**src/rtl/mem_lsu_pkg.sv**
```systemverilog
// Shared types for the memory-stage LSU: op codes, FSM states, dcache request/response and result records.
// Pure declarations and helpers, no state.
package mem_lsu_pkg;

    localparam logic [7:0] EXE_ADD_OP   = 8'h01;
    localparam logic [7:0] EXE_LD_B_OP  = 8'h20;
    localparam logic [7:0] EXE_LD_H_OP  = 8'h21;
    localparam logic [7:0] EXE_LD_W_OP  = 8'h22;
    localparam logic [7:0] EXE_LD_BU_OP = 8'h23;
    localparam logic [7:0] EXE_LD_HU_OP = 8'h24;
    localparam logic [7:0] EXE_ST_B_OP  = 8'h25;
    localparam logic [7:0] EXE_ST_H_OP  = 8'h26;
    localparam logic [7:0] EXE_ST_W_OP  = 8'h27;
    localparam logic [7:0] EXE_LL_OP    = 8'h28;
    localparam logic [7:0] EXE_SC_OP    = 8'h29;

    typedef enum logic [1:0] {IDLE, REQ, RESP, DRAIN} lsu_state_t;
    typedef enum logic [1:0] {SZ_B, SZ_H, SZ_W} mem_size_t;

    typedef struct packed {
        logic [31:0] addr;
        logic        we;
        logic [3:0]  wstrb;
        logic [31:0] wdata;
    } dcache_req_struct;

    typedef struct packed {
        logic        valid;
        logic [31:0] rdata;
    } dcache_resp_struct;

    typedef struct packed {
        logic        vld;
        logic [4:0]  waddr;
        logic        wreg;
        logic [31:0] wdata;
        logic        llbit_we;
        logic        llbit_value;
        logic        excp_ale;
        logic        excp_up;
    } mem_result_t;

    function automatic logic is_load(input logic [7:0] op);
        return op inside {EXE_LD_B_OP, EXE_LD_H_OP, EXE_LD_W_OP, EXE_LD_BU_OP, EXE_LD_HU_OP, EXE_LL_OP};
    endfunction

    function automatic logic is_store(input logic [7:0] op);
        return op inside {EXE_ST_B_OP, EXE_ST_H_OP, EXE_ST_W_OP, EXE_SC_OP};
    endfunction

    function automatic mem_size_t op_size(input logic [7:0] op);
        if (op inside {EXE_LD_B_OP, EXE_LD_BU_OP, EXE_ST_B_OP}) return SZ_B;
        if (op inside {EXE_LD_H_OP, EXE_LD_HU_OP, EXE_ST_H_OP}) return SZ_H;
        return SZ_W;
    endfunction

    function automatic logic misaligned(input logic [7:0] op, input logic [1:0] off);
        case (op_size(op))
            SZ_H:    return off[0];
            SZ_W:    return off != 2'b00;
            default: return 1'b0;
        endcase
    endfunction

    // Narrow stores replicate their data across the word so the strobe alone selects the lane.
    function automatic dcache_req_struct enc_req(input logic [7:0] op, input logic [31:0] addr,
                                                 input logic [31:0] data);
        dcache_req_struct r;
        r.addr  = {addr[31:2], 2'b00};
        r.we    = is_store(op);
        r.wstrb = 4'h0;
        r.wdata = 32'h0;
        if (is_store(op)) begin
            case (op_size(op))
                SZ_B:    begin r.wstrb = 4'b0001 << addr[1:0];       r.wdata = {4{data[7:0]}};  end
                SZ_H:    begin r.wstrb = 4'b0011 << {addr[1], 1'b0}; r.wdata = {2{data[15:0]}}; end
                default: begin r.wstrb = 4'hF;                       r.wdata = data;            end
            endcase
        end
        return r;
    endfunction

    function automatic logic [7:0] diff_ld_bits(input logic [7:0] op);
        return {2'b00, op == EXE_LL_OP, op == EXE_LD_W_OP, op == EXE_LD_HU_OP,
                op == EXE_LD_H_OP, op == EXE_LD_BU_OP, op == EXE_LD_B_OP};
    endfunction

    function automatic logic [7:0] diff_st_bits(input logic [7:0] op);
        return {4'b0000, op == EXE_SC_OP, op == EXE_ST_W_OP, op == EXE_ST_H_OP, op == EXE_ST_B_OP};
    endfunction

endpackage

```
**src/rtl/mem_lsu_load_align.sv**
```systemverilog
// Load data aligner: shifts the response word down by the byte offset and sign/zero-extends to 32 bits.
// Latency: combinational.
// Backpressure: none.
module lsu_load_align
    import mem_lsu_pkg::*;
(
    input  logic [31:0] rdata,
    input  logic [1:0]  offset,
    input  mem_size_t   size,
    input  logic        sext,
    output logic [31:0] data
);

    logic [31:0] shifted;

    assign shifted = rdata >> {offset, 3'b000};

    always_comb begin
        case (size)
            SZ_B:    data = {{24{sext & shifted[7]}}, shifted[7:0]};
            SZ_H:    data = {{16{sext & shifted[15]}}, shifted[15:0]};
            default: data = shifted;
        endcase
    end

endmodule

```
**src/rtl/mem_lsu.sv**
```systemverilog
// MEM-stage load/store unit: one dcache access per memory op, one registered result per instruction; MEM_LSU_DIFFTEST_EN adds difftest outputs.
// Latency: result 1 cycle after accept for non-accesses, H+1 for stores, R+1 for loads (3 cycles minimum).
// Backpressure: ex_ready only in IDLE, stall_req otherwise; request fields held stable until dcache_req_ready.
module mem_lsu
    import mem_lsu_pkg::*;
(
    input  logic        clk,
    input  logic        rst,
    input  logic        flush,
    input  logic        ex_valid,
    output logic        ex_ready,
    input  logic [7:0]  ex_aluop,
    input  logic [31:0] ex_mem_addr,
    input  logic [31:0] ex_store_data,
    input  logic [4:0]  ex_waddr,
    input  logic        ex_wreg,
    input  logic [31:0] ex_wdata,
    input  logic        ex_excp,
    input  logic        llbit,
    output logic        dcache_req_valid,
    input  logic        dcache_req_ready,
    output logic [31:0] dcache_req_addr,
    output logic        dcache_req_we,
    output logic [3:0]  dcache_req_wstrb,
    output logic [31:0] dcache_req_wdata,
    input  logic        dcache_resp_valid,
    input  logic [31:0] dcache_resp_rdata,
    output logic        mem_valid,
    output logic [4:0]  mem_waddr,
    output logic        mem_wreg,
    output logic [31:0] mem_wdata,
    output logic        mem_llbit_we,
    output logic        mem_llbit_value,
    output logic        mem_excp_ale,
    output logic        mem_excp_up,
    output logic        stall_req
`ifdef MEM_LSU_DIFFTEST_EN
    ,
    output logic [7:0]  diff_ld_en,
    output logic [7:0]  diff_st_en,
    output logic [31:0] diff_vaddr,
    output logic [31:0] diff_st_data
`endif
);

    lsu_state_t        state_q, state_d;
    logic [7:0]        op_q, op_d;
    logic [1:0]        off_q, off_d;
    logic [4:0]        waddr_q, waddr_d;
    logic              wreg_q, wreg_d;
    logic [31:0]       wdata_q, wdata_d;
    dcache_req_struct  req_q, req_d;
    mem_result_t       res_q, res_d;
    dcache_resp_struct resp;
    logic              req_vld;
    logic              ex_mem, ex_ale, ex_sc_fail, ex_short;
    mem_size_t         ld_size;
    logic              ld_sext;
    logic [31:0]       ld_data;

    assign resp       = '{valid: dcache_resp_valid, rdata: dcache_resp_rdata};
    assign ex_mem     = is_load(ex_aluop) || is_store(ex_aluop);
    assign ex_ale     = ex_mem && !ex_excp && misaligned(ex_aluop, ex_mem_addr[1:0]);
    assign ex_sc_fail = (ex_aluop == EXE_SC_OP) && !ex_excp && !ex_ale && !llbit;
    assign ex_short   = !ex_mem || ex_excp || ex_ale || ex_sc_fail;

    assign ld_size = op_size(op_q);
    assign ld_sext = (op_q == EXE_LD_B_OP) || (op_q == EXE_LD_H_OP);

    lsu_load_align u_load_align (
        .rdata  (resp.rdata),
        .offset (off_q),
        .size   (ld_size),
        .sext   (ld_sext),
        .data   (ld_data)
    );

    always_comb begin
        state_d = state_q;
        op_d    = op_q;
        off_d   = off_q;
        waddr_d = waddr_q;
        wreg_d  = wreg_q;
        wdata_d = wdata_q;
        req_d   = req_q;
        res_d   = '0;
        req_vld = 1'b0;
        case (state_q)
            IDLE: begin
                if (ex_valid && !flush) begin
                    if (ex_short) begin
                        res_d.vld      = 1'b1;
                        res_d.waddr    = ex_waddr;
                        res_d.wreg     = ex_wreg && !ex_ale;
                        res_d.wdata    = ex_sc_fail ? 32'h0 : ex_wdata;
                        res_d.excp_ale = ex_ale;
                        res_d.excp_up  = ex_excp;
                    end else begin
                        op_d    = ex_aluop;
                        off_d   = ex_mem_addr[1:0];
                        waddr_d = ex_waddr;
                        wreg_d  = ex_wreg;
                        wdata_d = ex_wdata;
                        req_d   = enc_req(ex_aluop, ex_mem_addr, ex_store_data);
                        state_d = REQ;
                    end
                end
            end
            REQ: begin
                if (flush) begin
                    state_d = IDLE;
                end else begin
                    req_vld = 1'b1;
                    if (dcache_req_ready) begin
                        if (is_load(op_q)) begin
                            state_d = RESP;
                        end else begin
                            res_d.vld      = 1'b1;
                            res_d.waddr    = waddr_q;
                            res_d.wreg     = wreg_q;
                            res_d.wdata    = (op_q == EXE_SC_OP) ? 32'd1 : wdata_q;
                            res_d.llbit_we = (op_q == EXE_SC_OP);
                            state_d        = IDLE;
                        end
                    end
                end
            end
            RESP: begin
                // A flush racing the response swallows it here; otherwise DRAIN waits for it.
                if (resp.valid) begin
                    state_d = IDLE;
                    if (!flush) begin
                        res_d.vld         = 1'b1;
                        res_d.waddr       = waddr_q;
                        res_d.wreg        = wreg_q;
                        res_d.wdata       = ld_data;
                        res_d.llbit_we    = (op_q == EXE_LL_OP);
                        res_d.llbit_value = (op_q == EXE_LL_OP);
                    end
                end else if (flush) begin
                    state_d = DRAIN;
                end
            end
            DRAIN: begin
                if (resp.valid) state_d = IDLE;
            end
            default: state_d = IDLE;
        endcase
    end

    always_ff @(posedge clk) begin
        if (rst) begin
            state_q <= IDLE;
            op_q    <= '0;
            off_q   <= '0;
            waddr_q <= '0;
            wreg_q  <= 1'b0;
            wdata_q <= '0;
            req_q   <= '0;
            res_q   <= '0;
        end else begin
            state_q <= state_d;
            op_q    <= op_d;
            off_q   <= off_d;
            waddr_q <= waddr_d;
            wreg_q  <= wreg_d;
            wdata_q <= wdata_d;
            req_q   <= req_d;
            res_q   <= res_d;
        end
    end

    assign ex_ready         = (state_q == IDLE);
    assign stall_req        = (state_q != IDLE);
    assign dcache_req_valid = req_vld;
    assign dcache_req_addr  = req_q.addr;
    assign dcache_req_we    = req_q.we;
    assign dcache_req_wstrb = req_q.wstrb;
    assign dcache_req_wdata = req_q.wdata;
    assign mem_valid        = res_q.vld;
    assign mem_waddr        = res_q.waddr;
    assign mem_wreg         = res_q.wreg;
    assign mem_wdata        = res_q.wdata;
    assign mem_llbit_we     = res_q.llbit_we;
    assign mem_llbit_value  = res_q.llbit_value;
    assign mem_excp_ale     = res_q.excp_ale;
    assign mem_excp_up      = res_q.excp_up;

`ifdef MEM_LSU_DIFFTEST_EN
    logic [31:0] vaddr_q, vaddr_d;
    logic [7:0]  diff_ld_en_q, diff_ld_en_d, diff_st_en_q, diff_st_en_d;
    logic [31:0] diff_vaddr_q, diff_vaddr_d, diff_st_data_q, diff_st_data_d;

    // Results produced outside IDLE are exactly the ones that performed an access.
    always_comb begin
        vaddr_d        = (state_q == IDLE) ? ex_mem_addr : vaddr_q;
        diff_ld_en_d   = '0;
        diff_st_en_d   = '0;
        diff_vaddr_d   = '0;
        diff_st_data_d = '0;
        if (res_d.vld && state_q != IDLE) begin
            diff_ld_en_d   = diff_ld_bits(op_q);
            diff_st_en_d   = diff_st_bits(op_q);
            diff_vaddr_d   = vaddr_q;
            diff_st_data_d = is_store(op_q) ? req_q.wdata : 32'h0;
        end
    end

    always_ff @(posedge clk) begin
        if (rst) begin
            vaddr_q        <= '0;
            diff_ld_en_q   <= '0;
            diff_st_en_q   <= '0;
            diff_vaddr_q   <= '0;
            diff_st_data_q <= '0;
        end else begin
            vaddr_q        <= vaddr_d;
            diff_ld_en_q   <= diff_ld_en_d;
            diff_st_en_q   <= diff_st_en_d;
            diff_vaddr_q   <= diff_vaddr_d;
            diff_st_data_q <= diff_st_data_d;
        end
    end

    assign diff_ld_en   = diff_ld_en_q;
    assign diff_st_en   = diff_st_en_q;
    assign diff_vaddr   = diff_vaddr_q;
    assign diff_st_data = diff_st_data_q;
`endif

endmodule
```
**config.mk**
```make
export PLATFORM = sky130hd
export DESIGN_NAME = mem_lsu
export DESIGN_NICKNAME = d
export VERILOG_FILES = /design/src/rtl/mem_lsu_pkg.sv /design/src/rtl/mem_lsu_load_align.sv /design/src/rtl/mem_lsu.sv
export SDC_FILE = /design/constraint.sdc
export NUM_CORES = 1
export LEC_CHECK = 0
export CELL_PAD_IN_SITES_DETAIL_PLACEMENT = 0
export CELL_PAD_IN_SITES_GLOBAL_PLACEMENT = 2
export CORE_UTILIZATION = 26
export DETAILED_ROUTE_END_ITERATION = 10
export PLACE_DENSITY_LB_ADDON = 0.2
export SLEW_MARGIN = 25
export SYNTH_ARGS = -nofsm -noshare
export SYNTH_HDL_FRONTEND = slang
export SYNTH_HIERARCHICAL = 1
export SYNTH_SLANG_ARGS = --single-unit
```
**constraint.sdc**
```tcl
create_clock -name clk -period 3.1 [get_ports clk]
set_input_delay 0.31 -clock clk [delete_from_list [all_inputs] [get_ports clk]]
set_output_delay 0.31 -clock clk [all_outputs]
set_load 0.05 [all_outputs]
```
* Word level (Yosys, flattened, before mapping)
Index checks and enable logic that the tools add are counted.
** Storage, ports and cells
- Word-level logic and storage cells :: 147
- Bits in registers :: 160
- Input bits :: 150
** Operators by class
- Multiplexer cells :: 55
- Shift-type cells :: 3
- Bitwise gates (word level) :: 7
- Equality and inequality tests :: 31
- Reduce and logical (&&, ||, !) cells :: 33
** Operators with widths (number)
- == test 8 x 6 -> 1 bit (second input constant) :: 19
- 2-to-1 mux 40 bit :: 3
- one-hot mux 39 bit (3 select lines) :: 1
- 2-to-1 mux 41 bit :: 2
- 2-to-1 mux 39 bit :: 2
- one-hot mux 36 bit (2 select lines) :: 1
- 2-to-1 mux 32 bit :: 2
- one-hot mux 32 bit (2 select lines) :: 1
- 2-to-1 mux 2 bit :: 22
- 2-to-1 mux 36 bit :: 1
- right shift 32 x 5 -> 32 bit :: 1
- 2-to-1 mux 1 bit :: 17
- nonzero test 3 bit :: 4
- nonzero test 6 bit :: 2
- == test 2 x 1 -> 1 bit (second input constant) :: 4
- one-hot mux 2 bit (4 select lines) :: 1
- OR reduction 4 bit :: 2
- logical AND 1 bit :: 7
- == test 2 bit (second input constant) :: 3
- logical NOT 2 bit :: 3
- inequality test 3 bit (second input constant) :: 2
- logical NOT 1 bit :: 5
- logical OR 1 bit :: 5
- inverter 1 bit :: 5
- other kinds (10) :: 14

* Logic depth before layout (Yosys ltp)
Gate-level depths: netlist of run 1.
- Depth after elaboration :: 30
- Gate-level depth with buffers :: 11
- Gate-level depth less buffers :: 8

* Modules after synthesis
Netlist of run 1, hierarchy kept.
** By module, submodules not included
- mem_lsu :: seq. area each 3203.1 µm², times used 1, area each 6764.0 µm², cells an instance 789
- lsu_load_align :: seq. area each 0.0 µm², times used 1, area each 808.3 µm², cells an instance 106

* Worst setup path before layout of run 1
No wires, ideal clock.
- Path kind :: reg-to-reg
- Start point :: register op_q[7]
- End point :: register res_q, in the netlist mem_wdata[8]
- Stages on the path, launching flop included :: 9
- Library setup time :: 125 ps
- Clock period less this slack :: 2387 ps
- Data required time :: 2975 ps
- Data arrival time :: 2262 ps
- Buffers on the path :: 0
- Path slack :: 713 ps
- Cell sequence :: dfxtp_1 -> nor4b_1 -> nand2b_1 -> a21o_1 -> nor2_1 -> o221ai_2 -> a21boi_0 -> a22oi_1 -> o2bb2ai_1
** On the way
- Cells in the longest elaborated chain, start to end :: 11
- Elaborated cells between the ends (all ways) :: 30
** RTL lines
- from (decl) :: RTL line mem_lsu.sv:47 : logic [7:0] op_q, op_d;
- from (signal assigned) :: RTL line mem_lsu.sv:163 : op_q <= op_d;
- == test 8 x 6 -> 1 bit :: RTL line mem_lsu_pkg.sv:53 : if (op inside {EXE_LD_H_OP, EXE_LD_HU_OP, EXE_ST_H_OP}) return SZ_H;
- nonzero test 3 bit :: RTL line mem_lsu_pkg.sv:53
- 2-to-1 mux 1 bit (2 in series) :: RTL line mem_lsu_pkg.sv:53
- 2-to-1 mux 2 bit :: RTL line mem_lsu_pkg.sv:54 : return SZ_W;
- 2-to-1 mux 2 bit * :: RTL line mem_lsu_pkg.sv:53
- named net ld_size[1] :: RTL line mem_lsu.sv:57 : mem_size_t ld_size;
- == test 2 x 1 -> 1 bit / logical NOT 2 bit (equally long branches) :: RTL line mem_lsu_load_align.sv:19 : case (size)
- one-hot mux 32 bit (2 select lines) * :: RTL line mem_lsu_load_align.sv:19
- named net ld_data[8] :: RTL line mem_lsu.sv:59 : logic [31:0] ld_data;
- 2-to-1 mux 41 bit * :: RTL line mem_lsu.sv:132 : if (!flush) begin
- 2-to-1 mux 41 bit * :: RTL line mem_lsu.sv:130 : if (resp.valid) begin
- one-hot mux 39 bit (3 select lines) * :: RTL line mem_lsu.sv:88 : case (state_q)
- to (signal assigned) :: RTL line mem_lsu.sv:169 : res_q <= res_d;
- to (decl) :: RTL line mem_lsu.sv:53 : mem_result_t res_q, res_d;
The timed path passes the listed nets; every way through them passes the cells marked *. The select of a mux whose other input is x is not followed.
A chain may end at the register's enable or synchronous reset.

* Final worst setup path of run 1
- Start point :: register op_q[7]
- End point :: register res_q, in the netlist mem_wdata[21]
Same word-level chain as after synthesis.

==> results of run 1 <==
## cells by family after synthesis
kind of cell | Yosys count | synth area share
fa+ha+maj | 4 | 0.00661
xor+xnor | 4 | 0.00463
buf+inv | 90 | 0.0634
simple gates | 303 | 0.185
other cells | 1 | 0.000495
mux | 37 | 0.0501
flops | 160 | 0.423
compound gates | 296 | 0.266
## worst paths after layout
kind,endpoint,start
max,mem_wdata[21],op_q[7]
min,dcache_req_addr[15],ex_mem_addr[15]
max reg2reg,mem_wdata[21],op_q[7]
min reg2reg,wdata_q[7],wdata_q[7]
## metrics by stage
| step | hold slack, ns | setup slack [ns] | instance area (µm²) | utilization | std cells |
|---|---|---|---|---|---|
| 2_1_floorplan | 0.388 | 0.713 | 7580 | - | 896 |
| 3_3_place_gp | 0.440 | 0.278 | 10500 | 0.366 | 1485 |
| 3_5_place_dp | 0.446 | 0.214 | 10500 | 0.367 | 1486 |
| 4_1_cts | 0.403 | 0.451 | 11100 | 0.387 | 1518 |
| 5_1_grt | 0.417 | 0.267 | 11100 | 0.387 | 1518 |
| 6_report | 0.428 | 0.540 | 11100 | 0.387 | 1518 |
## flip-flops by register name, indices dropped and copies added (netlist names), 4 cells and up
signal,cells
waddr_q,5
dcache_req_addr,30
mem_waddr,5
mem_wdata,32
op_q,8
wdata_q,32
dcache_req_wstrb,4
dcache_req_wdata,32
## final cells by class
cell class | count | area [µm²] | area share
well taps | 384 | 480 | 0.0432
inverters | 7 | 26.3 | 0.00236
multi-input cells | 646 | 3930 | 0.354
repair buffers | 289 | 2890 | 0.260
clock buffers | 20 | 457 | 0.0411
flip-flops and latches | 160 | 3200 | 0.288
clock inverters | 12 | 126 | 0.0114
## per-layer routing
| metal | track usage | wire length [µm] | share of wire | up-vias |
|---|---|---|---|---|
| met2 | 0.298 | 12900 | 0.46 | 241 |
| met5 | 0 | 0 | 0 | - |
| met3 | 0.0468 | 1710 | 0.061 | 15 |
| met1 | 0.256 | 13300 | 0.47 | 3558 |
| met4 | 0.0439 | 303 | 0.011 | 0 |
| li1 | - | - | - | 3666 |
## where the power goes
group          internal [µW]  switching [µW]
Clock                   1170             946
Sequential              2070            7.32
Combinational            289             316
Total                   3530            1270
## worst register-to-register path, delay by kind of cell (launching register included)
family / cells / cell delay (ns)
AO/OA/AOI/OAI: 3 / 0.55
XOR/XNOR: 1 / 0.17
flip-flops: 1 / 0.31
AND/OR/NAND/NOR: 4 / 1.40
## cells in the mapped netlist (3+ instances only)
cell       count
o2111ai_1      8
nor2_1        21
a21boi_0       7
nand3_1       26
a211oi_1       7
dfxtp_1      160
o31ai_1       16
a22oi_1       32
o21bai_1       8
o21a_1         3
nand3b_1       7
a22o_1         5
a21oi_1      120
buf_4          5
nand2b_1       9
o2bb2ai_1     40
or2_2          9
mux2i_1       35
ha_1           4
inv_1          6
o21ai_0       10
nor3b_1        3
and3_1         7
buf_1          4
a31o_2         3
clkbuf_1      45
nor4_1        10
o22ai_1       16
nor2b_1       12
nand2_1      172
nor3_1        12
buf_6         14
buf_2         15
==> impl_metrics.env, run 1 <==
export IMPL_ys_ff_latch=160
export IMPL_period_minus_slack_ns=2.56
export IMPL_critPathMaxStageDelay_ns=0.53
export IMPL_pin_count=265
export IMPL_synth_edf_count=0
export IMPL_clock_sinks=160
export IMPL_finalSetupViolCount=0
export IMPL_clk_pin_slew_ns=0.07
export IMPL_yosys_top_cells_area="dfxtp_1, nand2_1, a21oi_1"
export IMPL_critPathTopFamily="simple AND/OR/NAND/NOR gates"
export IMPL_cts_resized=0
export IMPL_rows=62
export IMPL_drc=0
export IMPL_routed_wl_um=28200
export IMPL_outcome="finished clean"
export IMPL_total_power_uw=4800
export IMPL_hold_viol=0
export IMPL_finalCritPeriodShare=0.826
export IMPL_gr_total_overflow=0
export IMPL_layout_commonest_cell="clkdlybuf4s50_1"
export IMPL_diodes=0
export IMPL_critPathSlowestCell="and2_1"
export IMPL_dr_pass1_iters=5
export IMPL_track_usage=0.188
export IMPL_ys_seq_area_frac=0.423
export IMPL_yosysTopAreaCell="dfxtp_1"
export IMPL_ir_drop_mv=0.285
export IMPL_first_global_vias=7386
export IMPL_slew_headroom=0.371
export IMPL_tightest_slew_ns=0.938
export IMPL_path_cells="nor4b_1 > nand2b_1 > nor2_1 > xor2_1 > and2_1 > o22ai_1 > a22oi_1 > o2bb2ai_1"
export IMPL_clockRootBuffer="clkbuf_16"
export IMPL_core_um2=28700
export IMPL_grt_pass1_wl_um=43800
export IMPL_die_x_um=173
export IMPL_end_kind="flip-flop"
export IMPL_path_buf_inv=0
export IMPL_cts_buffers=17
export IMPL_cp_depth=8
export IMPL_cts_setup_buffers=0
export IMPL_hold_path_class="in -> reg"
export IMPL_r2r_slack_ns=0.54
export IMPL_synthToLayoutAreaGrowth_pct=46.8
export IMPL_final_cell_mix="clkdlybuf4s50_1, nand2_1, dfxtp_1, a21oi_1, o2bb2ai_1"
export IMPL_initial_core_util=0.264
export IMPL_fin_nets=1275
export IMPL_antenna_found_initial=0
export IMPL_tns_ns=0
export IMPL_max_freq_mhz=391
export IMPL_ant_nets=0
export IMPL_async_flop_share=0
export IMPL_first_iter_violations=415
export IMPL_yosysWarnings=6
export IMPL_cts_tree="done"
export IMPL_rsz0062_at_grt="false"
export IMPL_numPortBuffers=262
export IMPL_grt_max_degree=63
export IMPL_holdPathStages=3
export IMPL_avgSynthCellArea_um2=8.46
export IMPL_place_gp_congestion=0.791
export IMPL_cp_max_fo=16
export IMPL_hpwl_um=19500
export IMPL_postSynthCellCount=895
export IMPL_cts_hold_buf=0
export IMPL_routed_via_density=4.93
export IMPL_crit_type="reg -> reg"
export IMPL_r2r_cells=8
export IMPL_wl_per_cell_um=18.6
export IMPL_ys_types=66
export IMPL_vias=7480
export IMPL_dieArea_um2=29800
export IMPL_drive_above_1_share=0.0776
export IMPL_final_setup_skew_ns=0.0126
export IMPL_syn_area_um2=7570
export IMPL_p_leak_uw=0.00364
export IMPL_crit_required_ns=3.40
export IMPL_drv_cap=0
export IMPL_slew_violations=0
export IMPL_synth_top_area_frac=0.423
export IMPL_crit_arrival_ns=2.86
export IMPL_fillerInstances=2979
export IMPL_cts_max_path_buffers=2
export IMPL_ys_flop_type="dfxtp_1"
export IMPL_htree_levels=4
export IMPL_start_kind="flip-flop"
export IMPL_die_y_um=173
export IMPL_clk_latency_ns=0.42
export IMPL_p_per_area_nw_per_um2=432
Power figures use the tool's default switching activity.
==> run 2: changes to the inputs <==
- clock period: 3.1 -> 2.4 ns (I/O delays scaled with it)
==> impl_metrics.env, run 2 (synthesis results as in run 1) <==
export IMPL_outcome="finished clean"
export IMPL_highest_layer="met4"
export IMPL_met3_length_um=1660
export IMPL_dpl_cell_area_um2=10900
export IMPL_max_freq_mhz=437
export IMPL_first_global_vias=7375
export IMPL_hold_viol=0
export IMPL_dieArea_um2=29800
export IMPL_rows=62
export IMPL_ir_drop_mv=0.416
export IMPL_vias=7499
export IMPL_start_kind="flip-flop"
export IMPL_fillerInstances=2949
export IMPL_ant_nets=0
export IMPL_preCtsSetupSlack_ns=-0.215
export IMPL_slew_violations=0
export IMPL_whs_ns=0.335
export IMPL_cts_tree="done"
export IMPL_htree_levels=4
export IMPL_cp_max_fo=4
export IMPL_drv_cap=0
export IMPL_crit_required_ns=2.16
export IMPL_end_kind="output port"
export IMPL_numPortBuffers=262
export IMPL_hpwl_um=19900
export IMPL_place_gp_congestion=0.807
export IMPL_rsz0062_at_grt="false"
export IMPL_fin_nets=1312
export IMPL_cts_hold_buf=0
export IMPL_first_iter_violations=435
export IMPL_clock_sinks=160
export IMPL_drc=0
export IMPL_grt_max_degree=55
export IMPL_drive_above_1_share=0.111
export IMPL_clk_latency_ns=0.44
export IMPL_routed_wl_um=28300
export IMPL_fin_area_um2=11500
export IMPL_finalCritPeriodShare=0.954
export IMPL_final_setup_skew_ns=0.0138
export IMPL_total_power_uw=6350
export IMPL_wl_per_cell_um=18.2
export IMPL_period_minus_slack_ns=2.29
export IMPL_clk_pin_slew_ns=0.06
export IMPL_pin_count=265
export IMPL_final_cell_mix="clkdlybuf4s50_1, nand2_1, dfxtp_1, a21oi_1, buf_4"
export IMPL_fin_ws_ns=0.111
export IMPL_antenna_found_initial=0
export IMPL_synthToLayoutAreaGrowth_pct=52.3
export IMPL_cts_buffers=17
export IMPL_crit_type="reg -> out"
export IMPL_tns_ns=0
export IMPL_tightest_slew_ns=0.831
export IMPL_die_x_um=173
export IMPL_finalSetupViolCount=0
export IMPL_cts_max_path_buffers=2
export IMPL_m1WireLength_um=13100
export IMPL_dr_pass1_iters=5
export IMPL_routed_via_density=4.82
export IMPL_grt_pass1_wl_um=43800
export IMPL_clockRootBuffer="clkbuf_16"
export IMPL_initial_core_util=0.264
export IMPL_diodes=0
export IMPL_gr_total_overflow=0
export IMPL_hold_path_class="in -> reg"
export IMPL_p_leak_uw=0.00390
export IMPL_layout_commonest_cell="clkdlybuf4s50_1"
export IMPL_route_met2_wl_um=13300
export IMPL_track_usage=0.188
export IMPL_p_per_area_nw_per_um2=551
export IMPL_die_y_um=173
export IMPL_core_um2=28700
export IMPL_slew_headroom=0.444
export IMPL_crit_arrival_ns=2.05
-- run 2: metrics by stage --
step | util | cells
CTS | 0.401 | 1554
detailed placement | 0.380 | 1522
floorplan | - | 896
global route | 0.402 | 1555
finish | 0.402 | 1555
global placement | 0.380 | 1522
-- run 2: repair_timing --
item	4_1_cts	5_1_grt
buffers inserted	0	1
resized for setup	1	4
endpoints found under the setup margin	7	19
hold endpoints to repair	0	0
gates cloned	0	0
pin swaps	0	1
-- run 2: power by group --
| group | switching, µW | internal (µW) |
|---|---|---|
| sequential | 8.92 | 2680 |
| combinational | 415 | 398 |
| clock | 1280 | 1570 |
-- run 2: metal layers --
layer / vias to the layer above / global-route usage
li1: 3741 / -
met1: 3528 / 0.249
met2: 218 / 0.305
met3: 12 / 0.0519
met4: 0 / 0.0387
met5: - / 0
-- run 2: final cells by class --
class	count	area, µm²	area share
Clock buffer	17	425	0.0369
Clock inverter	15	168	0.0145
Inverter	7	26.3	0.00228
Multi-Input combinational cell	646	3940	0.342
Sequential cell	160	3200	0.278
Tap cell	384	480	0.0417
Timing Repair Buffer	326	3290	0.285
-- run 2: path summary, 6_finish.rpt --
kind | endpoint | slack [ns] | start | cells after the start
setup / recovery | ex_ready | 0.11 | state_q[0] | 3
hold / removal | state_q[1] | 0.34 | rst | 4
setup reg to reg | mem_wdata[12] | 0.20 | op_q[7] | 10
hold reg to reg | wdata_q[7] | 0.45 | wdata_q[7] | 2
-- run 2: critical path, cell delays in order, from the launching register on --
cell and delay [ns]:
dfxtp_1 0.34, inv_1 0.09, ha_1 0.32, clkdlybuf4s50_1 0.87
==> run 3: changes to the inputs <==
- CORE_UTILIZATION: 26 -> 36
- CTS_CLUSTER_DIAMETER: default -> 60
- DONT_BUFFER_PORTS: default -> 1
==> impl_metrics.env, run 3 (synthesis results as in run 1) <==
export IMPL_place_gp_congestion=0.871
export IMPL_top_usage_layer="met2"
export IMPL_grt_use_met3=0.0755
export IMPL_period_minus_slack_ns=2.24
export IMPL_hold_viol=0
export IMPL_path_buf_inv=1
export IMPL_path_cells="ha_1 > or2_2 > buf_4 > nor3b_1 > a32o_1"
export IMPL_initial_core_util=0.371
export IMPL_stdcell_count=1231
export IMPL_p_per_area_nw_per_um2=656
export IMPL_die_x_um=147
export IMPL_place_inst=1105
export IMPL_htree_levels=4
export IMPL_cp_startpoint="state_q[0]"
export IMPL_numPortBuffers=0
export IMPL_final_setup_skew_ns=0.00889
export IMPL_routed_via_density=5.62
export IMPL_finalCritPeriodShare=0.934
export IMPL_crit_arrival_ns=2.60
export IMPL_gr_total_overflow=0
export IMPL_dieArea_um2=21600
export IMPL_critPathSlowestCell="nor3b_1"
export IMPL_drc=0
export IMPL_drv_cap=0
export IMPL_antenna_found_initial=0
export IMPL_diodes=0
export IMPL_final_core_util=0.456
export IMPL_layout_commonest_cell="nand2_1"
export IMPL_drive_above_1_share=0.0978
export IMPL_first_global_vias=6774
export IMPL_grt_max_degree=96
export IMPL_die_y_um=147
export IMPL_tns_ns=0
export IMPL_holdPathStages=2
export IMPL_outcome="finished clean"
export IMPL_finalSetupViolCount=0
export IMPL_cts_tree="done"
export IMPL_fin_nets=1102
export IMPL_final_cell_mix="nand2_1, dfxtp_1, a21oi_1, dlygate4sd3_1, o2bb2ai_1"
export IMPL_vias=6918
export IMPL_cts_buffers=17
export IMPL_hpwl_um=16800
export IMPL_hp_start="ex_store_data[9]"
export IMPL_rr_startpoint="state_q[0]"
export IMPL_critPathMaxStageDelay_ns=0.77
export IMPL_ant_nets=0
export IMPL_clockRootBuffer="clkbuf_16"
export IMPL_track_usage=0.224
export IMPL_holdPathEnd="dcache_req_wdata[9]"
export IMPL_crit_required_ns=2.76
export IMPL_grt_pass1_wl_um=37500
export IMPL_wl_per_cell_um=20.4
export IMPL_synthToLayoutAreaGrowth_pct=23.1
export IMPL_dr_pass1_iters=5
export IMPL_clock_sinks=160
export IMPL_end_kind="flip-flop"
export IMPL_slew_violations=0
export IMPL_first_iter_violations=397
export IMPL_crit_type="reg -> reg"
export IMPL_r2r_slack_ns=0.16
export IMPL_rows=52
export IMPL_r2r_cells=5
export IMPL_routed_wl_um=25200
export IMPL_fin_area_um2=9330
export IMPL_start_kind="flip-flop"
export IMPL_core_um2=20400
export IMPL_dpl_cell_area_um2=7690
export IMPL_tightest_slew_ns=0.871
export IMPL_r2r_end="mem_wreg"
export IMPL_pin_count=265
export IMPL_hold_path_class="in -> reg"
export IMPL_clk_pin_slew_ns=0.06
export IMPL_cp_max_fo=35
export IMPL_cts_max_path_buffers=2
export IMPL_max_freq_mhz=446
export IMPL_slew_headroom=0.418
export IMPL_met1_usage=0.259
export IMPL_critPathTopFamily="simple AND/OR/NAND/NOR gates"
export IMPL_grtUsageMet2=0.381
export IMPL_p_leak_uw=0.00309
export IMPL_clk_latency_ns=0.42
export IMPL_ir_drop_mv=0.436
-- run 3: worst reg2reg max path, stage by stage, from the launching register on --
cell     delay [ns]
dfxtp_1        0.35
ha_1           0.22
or2_2          0.31
buf_4          0.26
nor3b_1        0.77
a32o_1         0.27
-- run 3: worst max-delay path by stage --
stage | endpoint | cells after the start
after floorplan | mem_wdata[8] | 8
after global placement | mem_wdata[30] | 8
after detailed placement | mem_wdata[25] | 8
after CTS | dcache_req_addr[15] | 8
after global routing | mem_wdata[25] | 9
final | mem_wreg | 5
-- run 3: what timing repair did --
action                     CTS  global route
setup endpoints to repair    1           131
resized for setup            1             4
hold endpoints to repair   134             0
buffers inserted             0             4
pin swaps                    0             3
hold buffers                87             0
cloned                       0             2
-- run 3: layer usage --
layer  routed length [µm]  share of wire  vias to the layer above
met1                 9980           0.40                     3255
met2                12400           0.49                      291
li1                     -              -                     3328
met5                    0              0                        -
met3                 2160          0.086                       44
met4                  673          0.027                        0
-- run 3: cell type report --
cell class	count	area (µm²)
clock inverters	14	191
inverters	7	26.3
repair buffers	114	1150
well taps	270	338
fillers	2067	11100
flip-flops and latches	160	3200
clock buffers	18	439
multi-input cells	648	3980
-- run 3: metrics by stage --
| stage | hold slack, ns | worst slack, ns | total power (µW) |
|---|---|---|---|
| after floorplan | 0.318 | 0.0130 | 3080 |
| after global placement | 0.320 | 0.0105 | 3110 |
| after detailed placement | 0.322 | 0.00249 | 3120 |
| after CTS | 0.0282 | 0.0178 | 6180 |
| after global routing | 0.0428 | -0.0159 | 6350 |
| final | 0.0516 | 0.159 | 6120 |
-- run 3: power by group --
group / internal (µW) / switching [µW] / total, µW
clock network: 1700 / 1180 / 2880
registers: 2680 / 82.6 / 2760
logic: 217 / 257 / 475
